--- src/rtl/dac_cal_sequencer.sv ---
// Purpose: sweeps the DAC output shift 0..15, triggering a delay-cal word and timing the ADC echo.
// Latency: a GPIO control write takes effect 2 cycles after the w_clk rising edge; outputs are registered.
// Backpressure: none; adc_hit is only sampled while waiting on a trigger, otherwise dropped.
module dac_cal_sequencer #(
    parameter int ctrl_reg_addr  = 0,
    parameter int settle_cycles  = 64,
    parameter int timeout_cycles = 4096
) (
    input  logic        clk,
    input  logic        rst,
    input  logic [31:0] gpio_in,
    input  logic        adc_hit,
    input  logic [3:0]  adc_hit_pos,
    output logic [7:0]  dac_mux_sel,
    output logic [3:0]  shift_amt,
    output logic        del_trig,
    output logic        cal_busy,
    output logic        cal_done,
    output logic        cal_fail,
    output logic [15:0] cal_latency
);

    typedef enum logic [2:0] {
        S_IDLE,
        S_SETUP,
        S_SETTLE,
        S_TRIG,
        S_WAIT,
        S_EVAL,
        S_DONE,
        S_FAIL
    } state_t;

    localparam logic [15:0] LP_ADDR        = 16'(ctrl_reg_addr);
    localparam logic [15:0] LP_SETTLE_LAST = 16'(settle_cycles - 1);
    localparam logic [15:0] LP_TIMEOUT     = 16'(timeout_cycles);

    localparam logic [7:0]  LP_MUX_FSM     = 8'd0;
    localparam logic [7:0]  LP_MUX_STATIC  = 8'd1;
    localparam logic [7:0]  LP_MUX_DELCAL  = 8'd2;

    // Only address, start/abort and w_clk of the GPIO bus matter here.
    logic w_unused;
    assign w_unused = ^{gpio_in[31:25], gpio_in[23:18]};

    state_t      r_state, w_nstate;
    logic        r_wclk_d, r_wclk_q;
    logic [15:0] r_addr_d;
    logic        r_start_d, r_abort_d;
    logic [3:0]  r_index, w_nindex;
    logic [15:0] r_settle_cnt, w_nsettle;
    logic [15:0] r_lat_cnt, w_nlat;
    logic        r_hit, w_nhit;
    logic [3:0]  r_hit_pos, w_npos;
    logic [7:0]  r_dac_mux_sel, w_nmux;
    logic [3:0]  r_shift_amt, w_nshift;
    logic        r_del_trig;
    logic        r_cal_busy;
    logic        r_cal_done, w_ndone;
    logic        r_cal_fail, w_nfail;
    logic [15:0] r_cal_latency, w_nlatency;

    logic        w_wr, w_start, w_abort, w_busy, w_nbusy;
    logic [15:0] w_lat_inc;

    // Write strobe is the rising edge of the registered w_clk at our address.
    assign w_wr      = r_wclk_d & ~r_wclk_q & (r_addr_d == LP_ADDR);
    assign w_start   = w_wr & r_start_d;
    assign w_abort   = w_wr & r_abort_d;
    assign w_busy    = (r_state != S_IDLE) && (r_state != S_DONE) && (r_state != S_FAIL);
    assign w_nbusy   = (w_nstate != S_IDLE) && (w_nstate != S_DONE) && (w_nstate != S_FAIL);
    assign w_lat_inc = r_lat_cnt + 16'd1;

    // Sample the GPIO bus and keep the previous w_clk for edge detection.
    always_ff @(posedge clk or posedge rst) begin
        if (rst) begin
            r_wclk_d  <= 1'b0;
            r_wclk_q  <= 1'b0;
            r_addr_d  <= 16'd0;
            r_start_d <= 1'b0;
            r_abort_d <= 1'b0;
        end else begin
            r_wclk_d  <= gpio_in[24];
            r_wclk_q  <= r_wclk_d;
            r_addr_d  <= gpio_in[15:0];
            r_start_d <= gpio_in[16];
            r_abort_d <= gpio_in[17];
        end
    end

    // Next-state and next-output logic of the sweep FSM.
    always_comb begin
        w_nstate   = r_state;
        w_nindex   = r_index;
        w_nsettle  = r_settle_cnt;
        w_nlat     = r_lat_cnt;
        w_nhit     = r_hit;
        w_npos     = r_hit_pos;
        w_nmux     = r_dac_mux_sel;
        w_nshift   = r_shift_amt;
        w_ndone    = r_cal_done;
        w_nfail    = r_cal_fail;
        w_nlatency = r_cal_latency;

        if (w_busy && w_abort) begin
            // Abort beats everything, including a start in the same write.
            w_nstate = S_IDLE;
            w_nmux   = LP_MUX_FSM;
            w_nshift = 4'd0;
        end else begin
            case (r_state)
                S_IDLE, S_DONE, S_FAIL: begin
                    if (w_start && !w_abort) begin
                        w_ndone    = 1'b0;
                        w_nfail    = 1'b0;
                        w_nlatency = 16'd0;
                        w_nindex   = 4'd0;
                        w_nstate   = S_SETUP;
                    end
                end
                S_SETUP: begin
                    w_nmux    = LP_MUX_DELCAL;
                    w_nshift  = r_index;
                    w_nlat    = 16'd0;
                    w_nsettle = 16'd0;
                    w_nstate  = S_SETTLE;
                end
                S_SETTLE: begin
                    if (r_settle_cnt == LP_SETTLE_LAST) begin
                        w_nstate = S_TRIG;
                    end else begin
                        w_nsettle = r_settle_cnt + 16'd1;
                    end
                end
                S_TRIG: begin
                    w_nstate = S_WAIT;
                end
                S_WAIT: begin
                    // Counter reads 1 on the first WAIT cycle; a hit freezes it.
                    w_nlat = w_lat_inc;
                    if (adc_hit) begin
                        w_nhit   = 1'b1;
                        w_npos   = adc_hit_pos;
                        w_nstate = S_EVAL;
                    end else if (w_lat_inc == LP_TIMEOUT) begin
                        w_nhit   = 1'b0;
                        w_nstate = S_EVAL;
                    end
                end
                S_EVAL: begin
                    if (r_hit && (r_hit_pos == 4'd0)) begin
                        w_nstate   = S_DONE;
                        w_ndone    = 1'b1;
                        w_nlatency = r_lat_cnt;
                        w_nshift   = r_index;
                        w_nmux     = LP_MUX_FSM;
                    end else if (r_index == 4'd15) begin
                        w_nstate = S_FAIL;
                        w_nfail  = 1'b1;
                        w_nshift = 4'd0;
                        w_nmux   = LP_MUX_STATIC;
                    end else begin
                        w_nindex = r_index + 4'd1;
                        w_nstate = S_SETUP;
                    end
                end
                default: begin
                    w_nstate = S_IDLE;
                end
            endcase
        end
    end

    // State and output registers; trigger and busy follow the next state.
    always_ff @(posedge clk or posedge rst) begin
        if (rst) begin
            r_state       <= S_IDLE;
            r_index       <= 4'd0;
            r_settle_cnt  <= 16'd0;
            r_lat_cnt     <= 16'd0;
            r_hit         <= 1'b0;
            r_hit_pos     <= 4'd0;
            r_dac_mux_sel <= LP_MUX_FSM;
            r_shift_amt   <= 4'd0;
            r_del_trig    <= 1'b0;
            r_cal_busy    <= 1'b0;
            r_cal_done    <= 1'b0;
            r_cal_fail    <= 1'b0;
            r_cal_latency <= 16'd0;
        end else begin
            r_state       <= w_nstate;
            r_index       <= w_nindex;
            r_settle_cnt  <= w_nsettle;
            r_lat_cnt     <= w_nlat;
            r_hit         <= w_nhit;
            r_hit_pos     <= w_npos;
            r_dac_mux_sel <= w_nmux;
            r_shift_amt   <= w_nshift;
            r_del_trig    <= (w_nstate == S_TRIG);
            r_cal_busy    <= w_nbusy;
            r_cal_done    <= w_ndone;
            r_cal_fail    <= w_nfail;
            r_cal_latency <= w_nlatency;
        end
    end

    assign dac_mux_sel = r_dac_mux_sel;
    assign shift_amt   = r_shift_amt;
    assign del_trig    = r_del_trig;
    assign cal_busy    = r_cal_busy;
    assign cal_done    = r_cal_done;
    assign cal_fail    = r_cal_fail;
    assign cal_latency = r_cal_latency;

endmodule

--- config.mk ---
export PLATFORM = sky130hd
export DESIGN_NAME = dac_cal_sequencer
export DESIGN_NICKNAME = d
export VERILOG_FILES = /design/src/rtl/dac_cal_sequencer.sv
export SDC_FILE = /design/constraint.sdc
export NUM_CORES = 1
export LEC_CHECK = 0
export BUFFER_PORTS_ARGS = -buffer_cell sky130_fd_sc_hd__clkbuf_2
export CAP_MARGIN = 20
export CORE_MARGIN = 4
export CORE_UTILIZATION = 31
export DETAILED_ROUTE_END_ITERATION = 6
export PLACE_DENSITY_LB_ADDON = 0.3
export SETUP_SLACK_MARGIN = 0.15
export SYNTH_ARGS = -nofsm -noshare
export SYNTH_HDL_FRONTEND = slang
export SYNTH_SLANG_ARGS = --single-unit
--- constraint.sdc ---
create_clock -name clk -period 5 [get_ports clk]
set_input_delay 0.25 -clock clk [delete_from_list [all_inputs] [get_ports clk]]
set_output_delay 0.25 -clock clk [all_outputs]
set_load 0.03 [all_outputs]
==> metrics.cfg <==
[global_route]
grt_pass1_vias = 3539
antenna_found_initial = 0
grtUsageTotal = 0.132
grt_first_pass_wirelength_um = 17500
gr-total-overflow = 0
grt_start_max_net_pins = 54

[route]
drt-pass1-iter-count = 4
ant_nets = 0
vias = 3749
wl_um = 10400
drtIter0Drc = 297
drc = 0
met3_length_um = 477
wl_met2_um = 4960
drt-met1-wl_um = 4800
viasPerCell = 5.20
avgRoutedWirePerCell_um = 14.4
highest_layer = met4

[sta]
fin_crit_ps = 2700
maxSlewHeadroom = 0.340
timing.final.max_slew_violations = 0
fmax_mhz = 370
fin_skew_ps = 6.33
hold_viol_final = 0
worst_slew_pin_slew_ps = 990
fin_hold_ws_ps = 10.5
fin_crit_sh = 0.540
finalSetupViolCount = 0
rsz0062_at_grt = no
tns_ps = 0

[synthesis]
async_reset_ff_frac = 1.00
synth_area_um2 = 4520
syn_inst = 476
synth_edf_count = 0
synth.distinct_cells = 68
yosysWarningCount = 0
synthFlopType = dfrtp_1
synth_top_area_share = 0.498
synth_area_leader_cell = dfrtp_1
synth_area_leaders = dfrtp_1, nand2_1, nor2_1
syn_avg_cell_area_um2 = 9.49
synth-seq-area-share = 0.498
synthTopCellsByCount = dfrtp_1, nand2_1, nor2_1
post-synth-top-count-cell = dfrtp_1
ys_ff_latch = 90

[cells_and_area]
nFillCells = 1447
fin_nets = 578
final_layout_size_suffix_gt1_frac = 0.170
final_area_um2 = 5380
syn_to_final_growth_pct = 19.1
final_util = 0.382
diodes = 0

[power]
p_sw_uw = 450
comb_power_share = 0.111
p_int_uw = 1300
cellPowerDensity_nw_per_um2 = 326
pwr-share-seq = 0.466
max-vdd-ir-drop_uv = 217
sw_frac_of_total = 0.257
power_frac_clock = 0.423
power.leakage_uw = 0.00253

[placement]
dp_hpwl_um = 7220
gp_congestion = 0.829
port_buffers = 51
placed_area_um2 = 4870

[clocking]
clockBufferDepth = 2
numClockSinks = 90
root_buffer = clkbuf_16
cts.htree.levels = 3
clkLatencyLatePin_ps = 350
path_clk_slew_ps = 60
cts_tree = built
cts_buffers = 9

[die]
die_height_um = 129
io_pins = 71
row_count = 43
die_width_um = 129
die_area_um2 = 16600
start_util = 0.321
core_um2 = 14100

[run_status]
status = finished clean

[setup_path]
cp-end-kind = register
path_max_fanout = 14
cp-start-kind = register
arrival_ps = 2950
worstSetupPathType = register to register
critPathRequiredTime_ps = 5250
reg2reg_depth = 7

[run]
drv_cap = 0

[worst_hold_path]
worstHoldPathType = input pin to register
hold_depth = 1

-- repair_timing --
action,in CTS,in global routing
endpoints found under the setup margin,0,0
hold buffers,15,3
hold endpoints to repair,51,3
setup buffers,0,0
gates resized for setup,0,0
-- cell type report --
cell class / count / area [µm²] / area share
Sequential cell: 90 / 2250 / 0.419
Clock inverter: 7 / 103 / 0.0191
Tap cell: 180 / 225 / 0.0419
Timing Repair Buffer: 74 / 473 / 0.0879
Inverter: 9 / 35.0 / 0.00651
Clock buffer: 9 / 225 / 0.0419
Multi-Input combinational cell: 352 / 2070 / 0.384
-- worst paths after layout --
kind / start / to / slack [ps]
max in group asynchronous: rst / r_index[0] / 3420
min in group asynchronous: rst / r_addr_d[10] / 500
worst max-delay path: r_addr_d[4] / r_lat_cnt[15] / 2300
worst min register to register: r_wclk_d / r_wclk_q / 400
worst min-delay path: gpio_in[5] / r_addr_d[5] / 10
worst max register to register: r_addr_d[4] / r_lat_cnt[15] / 2300
-- sequential cells by signal (all words and copies together) (netlist names), 2 cells and up --
name / flops
cal_latency: 16
r_addr_d: 16
r_lat_cnt: 16
r_settle_cnt: 16
r_hit_pos: 4
r_index: 4
shift_amt: 4
r_state: 3
dac_mux_sel: 2
-- layer usage --
metal,vias up,track usage
met5,-,0
met1,1844,0.176
met3,14,0.0390
met4,0,0.0463
li1,1808,-
met2,83,0.205
-- logic make-up (layout without fill, tap and decap cells) --
group,count (synthesis),in the layout,synth area share
simple gates,233,233,0.266
flops,90,90,0.498
compound gates,85,85,0.125
buf+inv,39,99,0.0482
xor+xnor,15,15,0.0291
mux,10,10,0.0235
fa+ha+maj,3,3,0.00831
other cells,1,6,0.000830
-- power by group through the flow --
stage | logic, µW | clock network [µW] | registers [µW]
floorplan | 151 | 0 | 816
global placement | 176 | 0 | 825
detailed placement | 186 | 0 | 828
CTS | 195 | 767 | 815
global route | 223 | 797 | 822
finish | 195 | 741 | 816
-- per-stage QoR --
| step | setup WS [ps] | cells | power, µW |
|---|---|---|---|
| detailed placement | 2270 | 687 | 1010 |
| floorplan | 2410 | 481 | 967 |
| global placement | 2270 | 686 | 1000 |
| finish | 2300 | 721 | 1750 |
| global route | 2030 | 721 | 1840 |
| CTS | 2240 | 718 | 1780 |
-- worst max-delay path, cell delays in order (launching register included) --
cell and delay (ps):
dfrtp_1 360, or4_4 590, nor3_4 360, a21oi_1 120
buf_4 190, nor2_1 650, o21ai_0 200, o31ai_1 110
-- cells in the final DEF (no fill, tap or decap), drive strengths merged, types with 3 or more instances in the layout --
master	n
conb	6
nor3b	3
nand2b	5
a31oi	4
ha	3
nor2b	3
clkinv	4
nand3	24
nor4	16
and3	8
a21oi	15
dfrtp	90
dlygate4sd3	18
o21ai	30
clkbuf	60
nand4	8
o22ai	3
mux2	5
xnor2	14
o31ai	8
a21o	5
nor2	39
a22o	4
nand2	83
inv	9
mux2i	5
buf	5
or4	6
and2	8
nor4b	3
nor3	13
No activity file was read; power rests on OpenSTA's default activity.
